$ cat src/rtl/mdio_cmd_ctrl.sv
// mdio_cmd_ctrl: command front end for the MDIO frame engine.
// Buffers read/write commands in a small FIFO, then issues them one at a time
// on the engine's tvalid/done handshake. The frame fields stay stable for the
// whole frame. Exactly one response is returned per accepted command.
// Optional feature macro: MDIO_TIMEOUT_EN adds a done-handshake timeout that
// completes a stalled frame with rsp_err=1.
module mdio_cmd_ctrl #(
    parameter int FIFO_DEPTH     = 4,
    parameter int TVALID_HOLD    = 2,
    parameter int GAP_CYCLES     = 4,
    parameter int TIMEOUT_CYCLES = 256
) (
    input  logic        clk,
    input  logic        rst,
    input  logic        cmd_valid,
    output logic        cmd_ready,
    input  logic [1:0]  cmd_op,
    input  logic [4:0]  cmd_phy,
    input  logic [4:0]  cmd_reg,
    input  logic [15:0] cmd_wdata,
    output logic        rsp_valid,
    output logic [15:0] rsp_rdata,
    output logic        rsp_err,
    output logic        busy,
    output logic        opr_tvalid,
    output logic [1:0]  opr_op_code,
    output logic [4:0]  opr_phy_addr,
    output logic [4:0]  opr_reg_addr,
    output logic [15:0] opr_senddata,
    input  logic [15:0] opr_recvdata,
    input  logic        opr_done
);

    localparam int PTR_W   = (FIFO_DEPTH > 1) ? $clog2(FIFO_DEPTH) : 1;
    localparam int ENTRY_W = 28;
    localparam int MAX_HG  = (TVALID_HOLD > GAP_CYCLES) ? TVALID_HOLD : GAP_CYCLES;
    localparam int CNT_MAX = (MAX_HG > TIMEOUT_CYCLES) ? MAX_HG : TIMEOUT_CYCLES;
    localparam int CNT_W   = $clog2(CNT_MAX + 1);

    localparam logic [PTR_W:0]   FULL_CNT  = (PTR_W + 1)'(FIFO_DEPTH);
    localparam logic [CNT_W-1:0] HOLD_LAST = CNT_W'(TVALID_HOLD - 1);
    localparam logic [CNT_W-1:0] GAP_LAST  = CNT_W'(GAP_CYCLES - 1);
`ifdef MDIO_TIMEOUT_EN
    localparam logic [CNT_W-1:0] TMO_LAST  = CNT_W'(TIMEOUT_CYCLES - 1);
`endif

    localparam logic [1:0] OP_READ  = 2'b10;
    localparam logic [1:0] OP_WRITE = 2'b01;

    typedef enum logic [2:0] {
        S_IDLE,
        S_LOAD,
        S_ISSUE,
        S_WAIT_LOW,
        S_WAIT_HIGH,
        S_RESP,
        S_GAP
    } state_t;

    state_t state;
    state_t state_nxt;

    logic [ENTRY_W-1:0] fifo_mem [FIFO_DEPTH];
    logic [PTR_W-1:0]   wr_ptr;
    logic [PTR_W-1:0]   rd_ptr;
    logic [PTR_W:0]     fifo_cnt;
    logic               fifo_empty;
    logic               push;
    logic               pop;
    logic [ENTRY_W-1:0] head;

    logic [CNT_W-1:0]   cnt;
    logic               cnt_clr;
    logic               cnt_inc;
    logic               set_err;
    logic               capture;

    logic [15:0]        rdata_q;
    logic               err_q;

    assign cmd_ready  = (fifo_cnt != FULL_CNT);
    assign fifo_empty = (fifo_cnt == '0);
    assign push       = cmd_valid & cmd_ready;
    assign head       = fifo_mem[rd_ptr];

    // FIFO storage: payload words are not reset, only pointers and count are
    always_ff @(posedge clk) begin
        if (push) begin
            fifo_mem[wr_ptr] <= {cmd_op, cmd_phy, cmd_reg, cmd_wdata};
        end
    end

    // FIFO pointers wrap naturally; simultaneous push and pop keep the count
    always_ff @(posedge clk) begin
        if (rst) begin
            wr_ptr   <= '0;
            rd_ptr   <= '0;
            fifo_cnt <= '0;
        end else begin
            if (push) begin
                wr_ptr <= wr_ptr + 1'b1;
            end
            if (pop) begin
                rd_ptr <= rd_ptr + 1'b1;
            end
            case ({push, pop})
                2'b10:   fifo_cnt <= fifo_cnt + 1'b1;
                2'b01:   fifo_cnt <= fifo_cnt - 1'b1;
                default: fifo_cnt <= fifo_cnt;
            endcase
        end
    end

    // FSM state register
    always_ff @(posedge clk) begin
        if (rst) begin
            state <= S_IDLE;
        end else begin
            state <= state_nxt;
        end
    end

    // FSM next state and control strobes
    always_comb begin
        state_nxt  = state;
        pop        = 1'b0;
        cnt_clr    = 1'b0;
        cnt_inc    = 1'b0;
        set_err    = 1'b0;
        capture    = 1'b0;
        opr_tvalid = 1'b0;
        rsp_valid  = 1'b0;
        case (state)
            S_IDLE: begin
                // the engine survives our reset, so never start while it is mid-frame
                if (!fifo_empty && opr_done) begin
                    pop       = 1'b1;
                    state_nxt = S_LOAD;
                end
            end
            S_LOAD: begin
                cnt_clr = 1'b1;
                if (opr_op_code == OP_READ || opr_op_code == OP_WRITE) begin
                    state_nxt = S_ISSUE;
                end else begin
                    set_err   = 1'b1;
                    state_nxt = S_RESP;
                end
            end
            S_ISSUE: begin
                opr_tvalid = 1'b1;
                if (cnt == HOLD_LAST) begin
                    cnt_clr   = 1'b1;
                    state_nxt = S_WAIT_LOW;
                end else begin
                    cnt_inc = 1'b1;
                end
            end
            S_WAIT_LOW: begin
                if (!opr_done) begin
                    cnt_clr   = 1'b1;
                    state_nxt = S_WAIT_HIGH;
                end
`ifdef MDIO_TIMEOUT_EN
                else if (cnt == TMO_LAST) begin
                    set_err   = 1'b1;
                    state_nxt = S_RESP;
                end else begin
                    cnt_inc = 1'b1;
                end
`endif
            end
            S_WAIT_HIGH: begin
                if (opr_done) begin
                    capture   = 1'b1;
                    state_nxt = S_RESP;
                end
`ifdef MDIO_TIMEOUT_EN
                else if (cnt == TMO_LAST) begin
                    set_err   = 1'b1;
                    state_nxt = S_RESP;
                end else begin
                    cnt_inc = 1'b1;
                end
`endif
            end
            S_RESP: begin
                rsp_valid = 1'b1;
                cnt_clr   = 1'b1;
                state_nxt = S_GAP;
            end
            S_GAP: begin
                if (cnt == GAP_LAST) begin
                    state_nxt = S_IDLE;
                end else begin
                    cnt_inc = 1'b1;
                end
            end
            default: begin
                state_nxt = S_IDLE;
            end
        endcase
    end

    // shared cycle counter for tvalid hold, inter-frame gap and timeout
    always_ff @(posedge clk) begin
        if (rst) begin
            cnt <= '0;
        end else if (cnt_clr) begin
            cnt <= '0;
        end else if (cnt_inc) begin
            cnt <= cnt + 1'b1;
        end
    end

    // frame fields load only on pop and then hold, since the engine samples them live
    always_ff @(posedge clk) begin
        if (rst) begin
            opr_op_code  <= '0;
            opr_phy_addr <= '0;
            opr_reg_addr <= '0;
            opr_senddata <= '0;
        end else if (pop) begin
            opr_op_code  <= head[27:26];
            opr_phy_addr <= head[25:21];
            opr_reg_addr <= head[20:16];
            opr_senddata <= head[15:0];
        end
    end

    // response payload: read data captured as done rises, forced to 0 on error
    always_ff @(posedge clk) begin
        if (rst) begin
            rdata_q <= '0;
            err_q   <= 1'b0;
        end else if (pop) begin
            rdata_q <= '0;
            err_q   <= 1'b0;
        end else if (set_err) begin
            rdata_q <= '0;
            err_q   <= 1'b1;
        end else if (capture) begin
            rdata_q <= (opr_op_code == OP_READ) ? opr_recvdata : 16'h0000;
            err_q   <= 1'b0;
        end
    end

    assign rsp_err   = err_q & rsp_valid;
    assign rsp_rdata = rsp_valid ? rdata_q : 16'h0000;
    assign busy      = !fifo_empty || (state != S_IDLE);

endmodule

$ cat config.mk
export PLATFORM = sky130hd
export DESIGN_NAME = mdio_cmd_ctrl
export DESIGN_NICKNAME = d
export VERILOG_FILES = /design/src/rtl/mdio_cmd_ctrl.sv
export SDC_FILE = /design/constraint.sdc
export NUM_CORES = 1
export LEC_CHECK = 0
export ABC_AREA = 1
export CELL_PAD_IN_SITES_DETAIL_PLACEMENT = 1
export CELL_PAD_IN_SITES_GLOBAL_PLACEMENT = 1
export CORE_ASPECT_RATIO = 1.1
export CORE_MARGIN = 1.5
export CORE_UTILIZATION = 46
export CTS_CLUSTER_DIAMETER = 150
export DETAILED_ROUTE_END_ITERATION = 10
export GPL_TIMING_DRIVEN = 0
export PLACE_DENSITY = 0.82
export SLEW_MARGIN = 20
export SYNTH_ARGS = -nofsm -noshare
export SYNTH_HDL_FRONTEND = slang
export SYNTH_SLANG_ARGS = --single-unit
$ cat constraint.sdc
create_clock -name clk -period 6.1 [get_ports clk]
set_clock_uncertainty 0.05 [all_clocks]
set_input_delay 1.83 -clock clk [delete_from_list [all_inputs] [get_ports clk]]
set_output_delay 1.83 -clock clk [all_outputs]
set_load 0.01 [all_outputs]
==> metrics.csv <==
stage,metric,value,unit
critical_path,endpoint_kind,output pin,
sta,max_freq,0.236,GHz
sta,slew_headroom,57.6,%
power_and_ir_drop,seqPwrFrac,41.9,%
floorplan,fp.dieArea,16200,um^2
drt,wl_per_cell,19.6,um
clock_tree,insertion_delay,0.44,ns
critical_path,setup.worst_path.start,state[0],
clock_tree,post_cts_buffers,0,
global_route,grt_pass1_vias,5977,
finish,fin_nets,848,
yosys,synthXorXnorAreaFrac,0.247,%
drt,ant_nets,0,
critical_path,crit_type,reg2out,
floorplan,row_count,47,
drt,drt_iter0_drc,277,
drt,dr.max_layer_used,met4,
finish,final-seq-area,4640,um^2
run_status,status,"complete, no violations",
floorplan,ios,97,
critical_path,cp_cell_sequence,"inv_1, nor2_2, nand2_2, clkbuf_1, nor2_1, clkdlybuf4s50_1",
critical_path,regToRegEndpoint,fifo_cnt[2],
critical_path,critPathSlowestCell,clkdlybuf4s50_1,
yosys,synth-compound-area-share,14.2,%
sta,rsz0062_at_grt,false,
sta,hold_viol,0,
power_and_ir_drop,peakVddDrop,0.267,mV
floorplan,die_h,133,um
flow_run,max_cap_viol_count,0,
yosys,muxShareOfSynthArea,0,%
power_and_ir_drop,pwr-share-comb,27.8,%
power_and_ir_drop,intPower,2.49,mW
global_route,grt.total_usage,25.5,%
yosys,syn_inst,672,
global_route,grt_max_degree,20,
drt,via_count,5481,
yosys,synth_top_family_by_area,compound AO/OA/AOI/OAI gates,
critical_path,crit_fanout,10,
clock_tree,hold_buffers,0,
drt,wl_met3,1.02,mm
yosys,yosysUniqueCellTypes,32,
finish,nFillCells,1632,
placement,gp_congestion,0.789,
floorplan,die_w,121,um
critical_path,r2r_start,state[0],
critical_path,arrival,2.36,ns
floorplan,initial_utilization,47.0,%
sta,fin_crit,4.24,ns
clock_tree,cts_resized,0,
critical_path,critical-path-max-stage-delay,0.55,ns
global_route,antenna_found_initial,0,
yosys,syn_area,7080,um^2
drt,vias_per_cell,5.48,
drt,drtPass1Iterations,5,
finish,diodes,0,
yosys,synth_simple_gate_area_share,13.0,%
sta,tightest_slew,0.637,ns
global_route,grt_pass1_wl,31.0,mm
drt,drt-total-wl,19.6,mm
yosys,synth.avg_cell_area,10.5,um^2
drt,met1_length,7.75,mm
power_and_ir_drop,p_per_area,408,nW/um^2
min_path,hold_class,reg2reg,
clock_tree,clk_path_buf_depth,2,
clock_tree,cts_root_buffer,clkbuf_16,
sta,finalSetupTns,0,ns
drt,drc,0,
global_route,overflow,0,
power_and_ir_drop,clockPowerShare,30.3,%
sta,hold_slack,0.421,ns
critical_path,cp.required,4.22,ns
yosys,yosysWarnings,0,
finish,layout-drive-gt1-share,10.2,%
yosys,synthesis.nets,729,
placement,place_hpwl,12.8,mm
clock_tree,cts_max_level,4,
clock_tree,clock-sinks,176,
yosys,ys_seq_area_share,65.6,%
critical_path,r2r_cells,12,
power_and_ir_drop,switching_share,32.6,%
sta,setup_viol,0,
power_and_ir_drop,leakage,3.18,nW
yosys,ys_ff_latch,176,
floorplan,core-area,15100,um^2
critical_path,startpoint_type,flop,
sta,period_share,69.5,%
finish,multi_input_area,2090,um^2
clock_tree,clk_pin_slew,0.06,ns
drt,wl_met2,10.4,mm
critical_path,ff2ff_setup_slack,3.30,ns
yosys,synth_fa_ha_area_share,1.70,%
power_and_ir_drop,power_switching,1.20,mW
finish,final_common_cell,nor2_1,
finish,final_cell_mix,"nor2_1 (148), edfxtp_1 (112), clkdlybuf4s50_1 (96), o21ai_0 (91), dfxtp_1 (64)",
finish,syn_to_final_growth,27.6,%
critical_path,endpoint,rsp_rdata[12],
clock_tree,cts_made_buffers,17,
placement,port_buffers,96,
sta,maxSlewViolCount,0,
clock_tree,cts_tree,done,
==> registers in the layout, indices dropped and copies added (netlist names) <==
signal / flops
wr_ptr: 2
opr_phy_addr: 5
opr_senddata: 16
opr_reg_addr: 5
err_q: 1
opr_op_code: 2
state: 3
fifo_cnt: 3
cnt: 9
rd_ptr: 2
rdata_q: 16
fifo_mem: 112
==> power by group through the flow <==
stage          Sequential [mW]  Clock (mW)  Combinational, mW
2_1_floorplan             1.57           0              0.543
3_3_place_gp              1.56           0              0.931
3_5_place_dp              1.56           0               1.01
4_1_cts                   1.54        1.13               1.03
5_1_grt                   1.56        1.17               1.12
6_report                  1.55        1.12               1.02
==> layout make-up <==
class | instances | share of cell area (%)
clock inverter | 10 | 1.38
inverter | 53 | 2.20
clock buffer | 22 | 5.36
sequential | 176 | 51.4
buffer | 36 | 1.99
multi-input combinational | 407 | 23.1
timing repair buffer | 100 | 11.8
tap | 196 | 2.71
==> critical path: cells and delay by family, from the launching register on <==
family | cells | cell delay [ns]
buffers and inverters | 3 | 0.91
DFF | 1 | 0.48
and+or+nand+nor | 3 | 0.53
==> layer usage <==
metal  up-vias  GRT usage (%)
li1       2553              -
met1      2696           29.2
met2       190           45.6
met3        42           5.57
met4         0           10.9
met5         -              0
==> cells in the mapped netlist <==
master    instances  area [um^2]
a211oi_1          6         45.0
a211oi_2         10          125
a21oi_1          33          165
a21oi_2           1         8.76
a31oi_1          27          169
buf_2            12         60.1
buf_6             4         45.0
clkbuf_1         20         75.1
dfxtp_1          64         1280
edfxtp_1        112         3360
fa_1              1         20.0
ha_1              8          100
inv_1            49          184
inv_2             4         15.0
nand2_1          44          165
nand2_2           2         12.5
nand2_4           1         11.3
nand3_1           8         40.0
nand3_2           1         10.0
nand3_4           1         17.5
nand4_1           2         12.5
nor2_1          152          571
nor2_2            4         25.0
nor2_4            1         11.3
nor3_1            4         20.0
nor3_4            1         16.3
o21ai_0          91          455
o21ai_1           3         15.0
o21bai_1          1         7.51
o22ai_1           2         12.5
or2_2             1         6.26
xor2_1            2         17.5
==> how the worst min path moves through the flow <==
stage / endpoint / slack (ns) / cells after the start / start
CTS: rdata_q[5] / 0.42 / 2 / rdata_q[5]
finish: rdata_q[4] / 0.42 / 2 / rdata_q[4]
global route: rdata_q[10] / 0.44 / 2 / rdata_q[10]
floorplan: fifo_cnt[0] / 0.37 / 1 / fifo_cnt[0]
detailed placement: rdata_q[5] / 0.41 / 2 / rdata_q[5]
global placement: fifo_cnt[0] / 0.39 / 1 / fifo_cnt[0]
==> logic make-up (layout without fill, tap and decap cells) <==
logic type               after synthesis  count (layout)
flip-flops                           176             176
AND/OR/NAND/NOR                      222             222
AO/OA/AOI/OAI                        174             174
buffers and inverters                 89             221
XOR/XNOR                               2               2
adder cells (fa/ha/maj)                9               9
==> per-stage QoR <==
stage	power (mW)	cell area, um^2	cells	setup slack, ns	utilization, %
after global routing	3.85	9040	1000	1.69	60.0
after CTS	3.70	9040	1000	1.83	60.0
after detailed placement	2.57	8430	968	1.65	56.0
after global placement	2.49	8290	964	0.855	55.1
final	3.69	9040	1000	1.86	60.0
after floorplan	2.11	7080	672	2.44	-
No activity file was read; power rests on OpenSTA's default activity.
